$ cat src/rtl/des_subkey_sched_pkg.sv
// Shared DES key-schedule definitions: PC-1/PC-2 tables, shift schedule, state encoding
// and the PC-1 / half-rotate helpers used by the subkey scheduler.
package des_subkey_sched_pkg;

  localparam int KEY_W  = 64;
  localparam int SK_W   = 48;
  localparam int NROUND = 16;
  localparam int CD_W   = 56;

  typedef enum logic [1:0] {
    ST_IDLE = 2'd0,
    ST_RUN  = 2'd1,
    ST_FIN  = 2'd2
  } state_e;

  // Tables use DES 1-based numbering where bit 1 is the MSB of the vector.
  localparam int PC1_TBL [56] = '{
    57, 49, 41, 33, 25, 17,  9,  1, 58, 50, 42, 34, 26, 18,
    10,  2, 59, 51, 43, 35, 27, 19, 11,  3, 60, 52, 44, 36,
    63, 55, 47, 39, 31, 23, 15,  7, 62, 54, 46, 38, 30, 22,
    14,  6, 61, 53, 45, 37, 29, 21, 13,  5, 28, 20, 12,  4
  };

  localparam int PC2_TBL [48] = '{
    14, 17, 11, 24,  1,  5,  3, 28, 15,  6, 21, 10,
    23, 19, 12,  4, 26,  8, 16,  7, 27, 20, 13,  2,
    41, 52, 31, 37, 47, 55, 30, 40, 51, 45, 33, 48,
    44, 49, 39, 56, 34, 53, 46, 42, 50, 36, 29, 32
  };

  localparam int SHIFT_TBL [16] = '{1, 1, 2, 2, 2, 2, 2, 2, 1, 2, 2, 2, 2, 2, 2, 1};

  function automatic logic [CD_W-1:0] pc1(input logic [KEY_W-1:0] key);
    logic [CD_W-1:0] r;
    r = '0;
    for (int i = 0; i < CD_W; i++) begin
      r[6'(CD_W - 1 - i)] = key[6'(KEY_W - PC1_TBL[i])];
    end
    return r;
  endfunction

  // idx is the zero-based round index into the shift schedule.
  function automatic logic shift_is_two(input logic [3:0] idx);
    return SHIFT_TBL[idx] == 2;
  endfunction

  function automatic logic [CD_W-1:0] rotl_cd(input logic [CD_W-1:0] cd, input logic two);
    logic [27:0] c;
    logic [27:0] d;
    c = cd[55:28];
    d = cd[27:0];
    if (two) return {c[25:0], c[27:26], d[25:0], d[27:26]};
    return {c[26:0], c[27], d[26:0], d[27]};
  endfunction

  function automatic logic [CD_W-1:0] rotr_cd(input logic [CD_W-1:0] cd, input logic two);
    logic [27:0] c;
    logic [27:0] d;
    c = cd[55:28];
    d = cd[27:0];
    if (two) return {c[1:0], c[27:2], d[1:0], d[27:2]};
    return {c[0], c[27:1], d[0], d[27:1]};
  endfunction

endpackage

$ cat src/rtl/des_pc2.sv
// PC-2 compression: selects the 48 subkey bits out of the 56-bit C/D register.
module des_pc2
  import des_subkey_sched_pkg::*;
(
  input  logic [CD_W-1:0] cd_i,
  output logic [SK_W-1:0] sk_o
);

  always_comb begin
    sk_o = '0;
    for (int i = 0; i < SK_W; i++) begin
      sk_o[6'(SK_W - 1 - i)] = cd_i[6'(CD_W - PC2_TBL[i])];
    end
  end

endmodule

$ cat src/rtl/des_subkey_sched.sv
// Sequential DES key schedule: latches PC-1 of a key and streams the 16 round subkeys
// over a valid/ready handshake, in encrypt (K1..K16) or decrypt (K16..K1) order.
module des_subkey_sched
  import des_subkey_sched_pkg::*;
(
  input  logic             clk,
  input  logic             rst,
  input  logic [KEY_W-1:0] key_in,
  input  logic             decrypt,
  input  logic             key_valid,
  output logic             key_ready,
  output logic [SK_W-1:0]  sk_out,
  output logic [3:0]       sk_idx,
  output logic             sk_valid,
  input  logic             sk_ready,
  output logic             done
);

  localparam logic [3:0] LAST_CNT = 4'(NROUND - 1);

  state_e          state_q, state_d;
  logic [CD_W-1:0] cd_q, cd_d;
  logic [3:0]      cnt_q, cnt_d;
  logic            mode_q, mode_d;
  logic            sk_valid_q, sk_valid_d;
  logic            done_q, done_d;

  logic            key_hs;
  logic            sk_hs;
  logic            last;
  logic [CD_W-1:0] key_pc1;

  assign key_ready = (state_q == ST_IDLE);
  assign key_hs    = key_valid & key_ready;
  assign sk_hs     = sk_valid_q & sk_ready;
  assign last      = (cnt_q == LAST_CNT);
  assign key_pc1   = pc1(key_in);

  // Decrypt starts from C0D0 because the full schedule rotates each half by 28, i.e. C16D16 == C0D0.
  always_comb begin
    state_d    = state_q;
    cd_d       = cd_q;
    cnt_d      = cnt_q;
    mode_d     = mode_q;
    sk_valid_d = sk_valid_q;
    done_d     = 1'b0;
    case (state_q)
      ST_IDLE: begin
        if (key_hs) begin
          mode_d     = decrypt;
          cnt_d      = '0;
          state_d    = ST_RUN;
          sk_valid_d = 1'b1;
          cd_d       = decrypt ? key_pc1 : rotl_cd(key_pc1, 1'b0);
        end
      end
      ST_RUN: begin
        if (sk_hs) begin
          cnt_d = cnt_q + 4'd1;
          if (mode_q) begin
            cd_d = rotr_cd(cd_q, shift_is_two(LAST_CNT - cnt_q));
          end else if (!last) begin
            cd_d = rotl_cd(cd_q, shift_is_two(cnt_q + 4'd1));
          end
          if (last) begin
            state_d    = ST_FIN;
            sk_valid_d = 1'b0;
            done_d     = 1'b1;
          end
        end
      end
      ST_FIN: begin
        state_d = ST_IDLE;
      end
      default: begin
        state_d    = ST_IDLE;
        sk_valid_d = 1'b0;
      end
    endcase
  end

  always_ff @(posedge clk) begin
    if (rst) begin
      state_q    <= ST_IDLE;
      cd_q       <= '0;
      cnt_q      <= '0;
      mode_q     <= 1'b0;
      sk_valid_q <= 1'b0;
      done_q     <= 1'b0;
    end else begin
      state_q    <= state_d;
      cd_q       <= cd_d;
      cnt_q      <= cnt_d;
      mode_q     <= mode_d;
      sk_valid_q <= sk_valid_d;
      done_q     <= done_d;
    end
  end

  des_pc2 u_pc2 (
    .cd_i (cd_q),
    .sk_o (sk_out)
  );

  assign sk_valid = sk_valid_q;
  assign done     = done_q;
  assign sk_idx   = mode_q ? (LAST_CNT - cnt_q) : cnt_q;

endmodule
$ cat config.mk
export PLATFORM = sky130hd
export DESIGN_NAME = des_subkey_sched
export DESIGN_NICKNAME = d
export VERILOG_FILES = /design/src/rtl/des_subkey_sched_pkg.sv /design/src/rtl/des_pc2.sv /design/src/rtl/des_subkey_sched.sv
export SDC_FILE = /design/constraint.sdc
export NUM_CORES = 1
export LEC_CHECK = 0
export BUFFER_PORTS_ARGS = -buffer_cell sky130_fd_sc_hd__buf_2
export CAP_MARGIN = 30
export CORE_ASPECT_RATIO = 1.75
export CORE_UTILIZATION = 50
export DETAILED_ROUTE_END_ITERATION = 8
export PLACE_DENSITY = 0.77
export SYNTH_ARGS = -nofsm -noshare
export SYNTH_HDL_FRONTEND = slang
export SYNTH_HIERARCHICAL = 1
export SYNTH_SLANG_ARGS = --single-unit
$ cat constraint.sdc
create_clock -name clk -period 5.3 [get_ports clk]
set_input_delay 0.265 -clock clk [delete_from_list [all_inputs] [get_ports clk]]
set_output_delay 0.265 -clock clk [all_outputs]
set_load 0.05 [all_outputs]
* After elaboration in Yosys (flattened, before gate mapping) *
Memories as Yosys holds them, arrays and structs flattened.
Index checks and enable logic that the tools add are counted.

word-level totals
  register bits = 65
  memory bits (read-only) = 1,024
  input port bits = 69
  output and inout bits = 55
  word-level logic and storage cells = 72
  memories = 2

memories
  name             words  width  rd ports  clocked after Yosys merged registers in  wr ports  RTL line                    source
  (no name shown)  16     32     1         0                                        0         des_subkey_sched_pkg.sv:44  return SHIFT_TBL[idx] == 2;
  (no name shown)  16     32     1         0                                        0         des_subkey_sched_pkg.sv:44

operators by class
  $add $sub $neg = 2
  order comparisons = 2
  equal/unequal tests = 9
  muxes and demuxes = 36
  bitwise logic cells = 7
  reductions and logical operators = 8

operators by type and width
  kind                   count
  $mux W56               8
  $mux W32               4
  $pmux W56 S2           1
  $eq A32 B3 Y1 const B  2
  $mux W33               1
  $mux W1                13
  $mux W4                3
  $ge A5 B5 Y1 const B   2
  $not A4 Y5             2
  $pmux W4 S2            1
  $reduce_and A4 Y1      2
  $mux W2                3
  $reduce_and A3 Y1      2
  $add A4 B1 Y4 const B  1
  $eq A4 B4 Y1 const B   1
  $ne A2 B2 Y1 const B   2
  $pmux W2 S2            1
  $sub A4 B4 Y4 const A  1
  $ne A3 B3 Y1 const B   1
  $not A1 Y1             3
  $pmux W1 S3            1
  $reduce_or A3 Y1       1
  $and A1 B1 Y1          2
  $eq A2 B1 Y1 const B   1
  5 further kinds        5

* Longest topological paths before layout *
  word-level depth = 16
  gate-level depth with buffers = 10
  mapped depth without buffers = 7

* Hierarchy *
The synthesis kept the hierarchy.

modules (own cells, without submodules)
  module            instances  cells each  area each (um2)  sequential area each (um2)
  des_subkey_sched  1          459         4,242.8          1,301.2
  des_pc2           1          49          364.1            0.0

* Least setup slack after synthesis *
Ideal clock, no wire load.

  kind = reg-to-reg
  start point = register cnt_q[0]
  end point = register cd_q[18]
  library setup time = 0.130 ns
  arrival = 2.223 ns
  data required time = 5.170 ns
  setup slack = 2.947 ns
  cell stages (with the launch flop) = 11
  path buffers = 3
  period minus slack after synthesis = 2.353 ns
  cells stage by stage = dfxtp_1 clkbuf_1 inv_1 ha_1 or2_2 a32oi_2 buf_6 buf_4 mux2_2 a21oi_1 o31ai_1

on the way
  longest elaborated chain between the ends = 16
  elaborated cells between the ends (all ways) = 30
  classes of those cells = add/sub (2); eq/ne (4); mux (19); bitwise (2); reduce/logical (1); memory (2)

RTL lines
  what                                         RTL line                    source
  start: declaration                           des_subkey_sched.sv:23      logic [3:0] cnt_q, cnt_d;
  start signal: assignment                     des_subkey_sched.sv:93      cnt_q <= cnt_d;
  $add A4 B1 Y4                                des_subkey_sched.sv:63      cd_d = rotl_cd(cd_q, shift_is_two(cnt_q + 4'd1));
  $not A4 Y5 (not written as such)             des_subkey_sched_pkg.sv:44
  $mem_v2 Z16 W32                              --
  $mux W32 (not written as such) (2 in a row)  des_subkey_sched_pkg.sv:44
  $eq A32 B3 Y1                                des_subkey_sched_pkg.sv:44
  $mux W1                                      des_subkey_sched_pkg.sv:52  if (two) return {c[25:0], c[27:26], d[25:0], d[27:26]};
  $mux W1                                      des_subkey_sched.sv:62      end else if (!last) begin
  $mux W1                                      des_subkey_sched.sv:60      if (mode_q) begin
  $mux W1                                      des_subkey_sched.sv:58      if (sk_hs) begin
  $mux W1                                      des_subkey_sched.sv:47      case (state_q)
  $mux W56                                     des_subkey_sched_pkg.sv:53  return {c[26:0], c[27], d[26:0], d[27]};
  $mux W56                                     des_subkey_sched.sv:62
  $mux W56                                     des_subkey_sched.sv:60
  $mux W56                                     des_subkey_sched.sv:58
  $pmux W56 S2                                 des_subkey_sched.sv:47
  end signal: assignment                       des_subkey_sched.sv:85      cd_q <= '0;
  end signal: assignment                       des_subkey_sched.sv:92      cd_q <= cd_d;
  end: declaration                             des_subkey_sched.sv:22      logic [CD_W-1:0] cd_q, cd_d;

Parallel ways exist; a longest one is shown, timed or not. The select of a mux whose other input is x is not followed.
A chain may end at the register's enable or synchronous reset.

* Worst setup path in the final report *
  start point = register cnt_q[1]
  end point = register cd_q[12]

Same word-level chain as after synthesis.

==> impl_metrics.json <==
{
  "outcome": "finished clean",
  "wl_per_cell_um": 18.0,
  "critPathCaptureType": "flip-flop",
  "worst_pin_slew_ns": 1.14,
  "ctsHoldBuffers": 0,
  "yosys_most_used_dff": "dfxtp_1",
  "reg2reg_depth": 7,
  "drtIter0Drc": 317,
  "critPathBufInv": 1,
  "crit_family": "compound AO/OA/AOI/OAI gates",
  "synth.area.top_cells": "dfxtp_1 28%, mux2i_1 14%, buf_4 8.6%",
  "io_buffer_count": 53,
  "synth_area_per_cell_sq_um": 9.07,
  "fin_area_sq_mm": 0.00493,
  "vias": 3952,
  "syn2layout_area_growth_pct": 7.12,
  "leakage_uw": 0.00190,
  "totalPowerFinal_uw": 1330,
  "drt_first_pass_iters": 5,
  "crit_chain": "ha_1 > and3_1 > a32oi_1 > nor2_2 > buf_4 > a222oi_1 > o21ai_0",
  "grt_pass1_vias": 3755,
  "grt_pass1_wl_mm": 18.3,
  "antenna_found_initial": 0,
  "synth_area_sq_mm": 0.00461,
  "r2r_setup_slack_ns": 2.28,
  "post_cts_buffers": 0,
  "timing.rr.start": "cnt_q[1]",
  "setup.worst_path.end": "cd_q[12]",
  "die_w_um": 74.6,
  "p_per_area_mw_per_mm2": 270,
  "yosysWarnings": 6,
  "worst_ir_drop_vdd_uv": 157,
  "cts_htree_levels": 3,
  "clockBufferDepth": 2,
  "coreArea_sq_mm": 0.00898,
  "yosysUniqueCellTypes": 52,
  "critPathMaxFanout": 46,
  "ioPinCount": 124,
  "crit_slowest_cell": "a32oi_1",
  "fin_worst_skew_ns": 0.00808,
  "grt_max_degree": 57,
  "dieArea_sq_mm": 0.00962,
  "ys_seq_area_share_pct": 28.2,
  "chipHeight_um": 129,
  "grt_use_total_pct": 24.5,
  "routed_via_density": 6.19,
  "synthArstFlopShare_pct": 0,
  "start_kind": "flip-flop",
  "grt-ovfl-total": 0,
  "finalSetupViolCount": 0,
  "cts_buffers": 9,
  "worstPathArrival_ns": 3.22,
  "gp_congestion": 0.896,
  "final_nets": 588,
  "crit_start": "cnt_q[1]",
  "hold_viol": 0,
  "synth_top_area_share_pct": 28.2,
  "crit_required_ns": 5.49,
  "core.rowCount": 46,
  "min_path_type": "in2reg",
  "slew_violations": 0,
  "max_freq_mhz": 331,
  "maxSlewHeadroom_pct": 24.3,
  "placed_area_sq_mm": 0.00464,
  "maxCapViolations": 0,
  "drive_gt1_share_pct": 18.7,
  "synth_top_cell_by_area": "dfxtp_1",
  "setup_tns_ns": 0,
  "diodes": 0,
  "rsz0062_at_grt": "false",
  "ant_nets": 0,
  "period_needed_ns": 3.02,
  "worst-path-stages": 7,
  "clock_latency_ns": 0.33,
  "yosys_register_bits": 65,
  "hpwl_mm": 8.02,
  "cts_tree": "built",
  "routed_wirelength_mm": 11.5,
  "synthesis.instances": 508,
  "ys_top_cells_by_count": "65 x dfxtp_1, 65 x mux2i_1, 53 x buf_4",
  "post-route-period-util_pct": 57.1,
  "critical_path_class": "reg2reg",
  "drc": 0,
  "start_util_pct": 51.3,
  "path_clk_slew_ns": 0.05,
  "critPathMaxStageDelay_ns": 0.88,
  "clockRootBuffer": "clkbuf_16",
  "post_cts_resized": 0,
  "synth_edf_count": 0,
  "cts.sinks": 65,
  "rr_endpoint": "cd_q[12]"
}
==> area by class of cell <==
type | count | area [sq um]
clock buffer | 11 | 243
clock inverter | 5 | 55.1
fill | 822 | 4040
inverter | 15 | 56.3
multi-input combinational | 360 | 2780
sequential | 65 | 1300
tap | 120 | 150
timing repair buffer | 62 | 353
==> sequential cells by signal, summed over array words and instances (netlist names) <==
signal    cells
mode_q        1
done          1
sk_valid      1
cnt_q         4
cd_q         56
state_q       2
==> placed cells by master, fill, tap and decap left out, types with 2 or more instances in the layout <==
cell type,Yosys,routed
conb_1,1,22
clkinvlp_4,0,2
o32a_1,2,2
o21ai_1,5,5
o32ai_1,10,10
and3_1,3,3
inv_1,15,15
or3_1,8,8
a222oi_1,8,8
nor2_2,2,2
o2bb2ai_1,35,35
nor2_1,21,21
ha_1,6,6
xor2_1,5,5
and2_1,4,4
a211oi_1,10,10
clkinv_2,0,2
nand2b_1,2,2
nand2_1,16,16
nor3_1,4,4
o21ai_0,17,17
o31ai_1,5,5
mux2i_1,65,65
o211ai_1,3,3
nor4b_1,2,2
a21oi_1,17,17
mux2_2,12,12
dfxtp_1,65,65
nor2b_1,18,17
buf_2,14,53
buf_4,53,7
a221o_1,36,36
nand4_1,2,2
nand3b_1,3,3
clkbuf_16,0,9
==> logic make-up after synthesis <==
kind of cell / share of synthesized area, %
other: 0.0814
AO/OA/AOI/OAI: 27.6
XOR/XNOR: 0.951
AND/OR/NAND/NOR: 10.9
flip-flops: 28.2
buffers and inverters: 13.5
multiplexers: 17.1
adder cells (fa/ha/maj): 1.63
==> per-stage QoR <==
step | util (%) | instances | worst slack [ns] | hold slack (ns)
CTS | 55.0 | 638 | 2.32 | 0.201
global route | 55.0 | 638 | 2.13 | 0.220
finish | 55.0 | 638 | 2.28 | 0.206
detailed placement | 51.6 | 622 | 2.34 | 0.508
global placement | 51.4 | 620 | 2.41 | 0.494
floorplan | - | 529 | 2.95 | 0.399
==> layer usage <==
layer | global-route usage (%) | vias to the layer above | share of wire (%)
met4 | 12.8 | 0 | 3.1
met5 | 0 | - | 0
met1 | 29.2 | 1909 | 39
met2 | 41.0 | 135 | 53
li1 | - | 1880 | -
met3 | 4.31 | 28 | 4.2
==> where the power goes <==
group	internal [uW]	leakage (uW)	switching (uW)
Clock	375	0.000142	216
Sequential	504	0.000527	22.7
Combinational	55.7	0.00123	159
==> worst min-delay path by stage <==
| stage | endpoint | startpoint | cells past startpoint | slack [ns] |
|---|---|---|---|---|
| floorplan | cd_q[0] | key_in[1] | 2 | 0.40 |
| global placement | sk_valid | sk_valid | 2 | 0.49 |
| detailed placement | sk_valid | sk_valid | 2 | 0.51 |
| CTS | cd_q[8] | key_in[27] | 3 | 0.20 |
| global route | cd_q[8] | key_in[27] | 3 | 0.22 |
| finish | cd_q[20] | key_in[2] | 3 | 0.21 |
==> worst register-to-register path, cell delays in order, from the launching register on <==
cell,delay (ns)
dfxtp_1,0.42
ha_1,0.35
and3_1,0.30
a32oi_1,0.88
nor2_2,0.02
buf_4,0.31
a222oi_1,0.46
o21ai_0,0.16
Note: power is estimated with default switching activity, not from simulation.
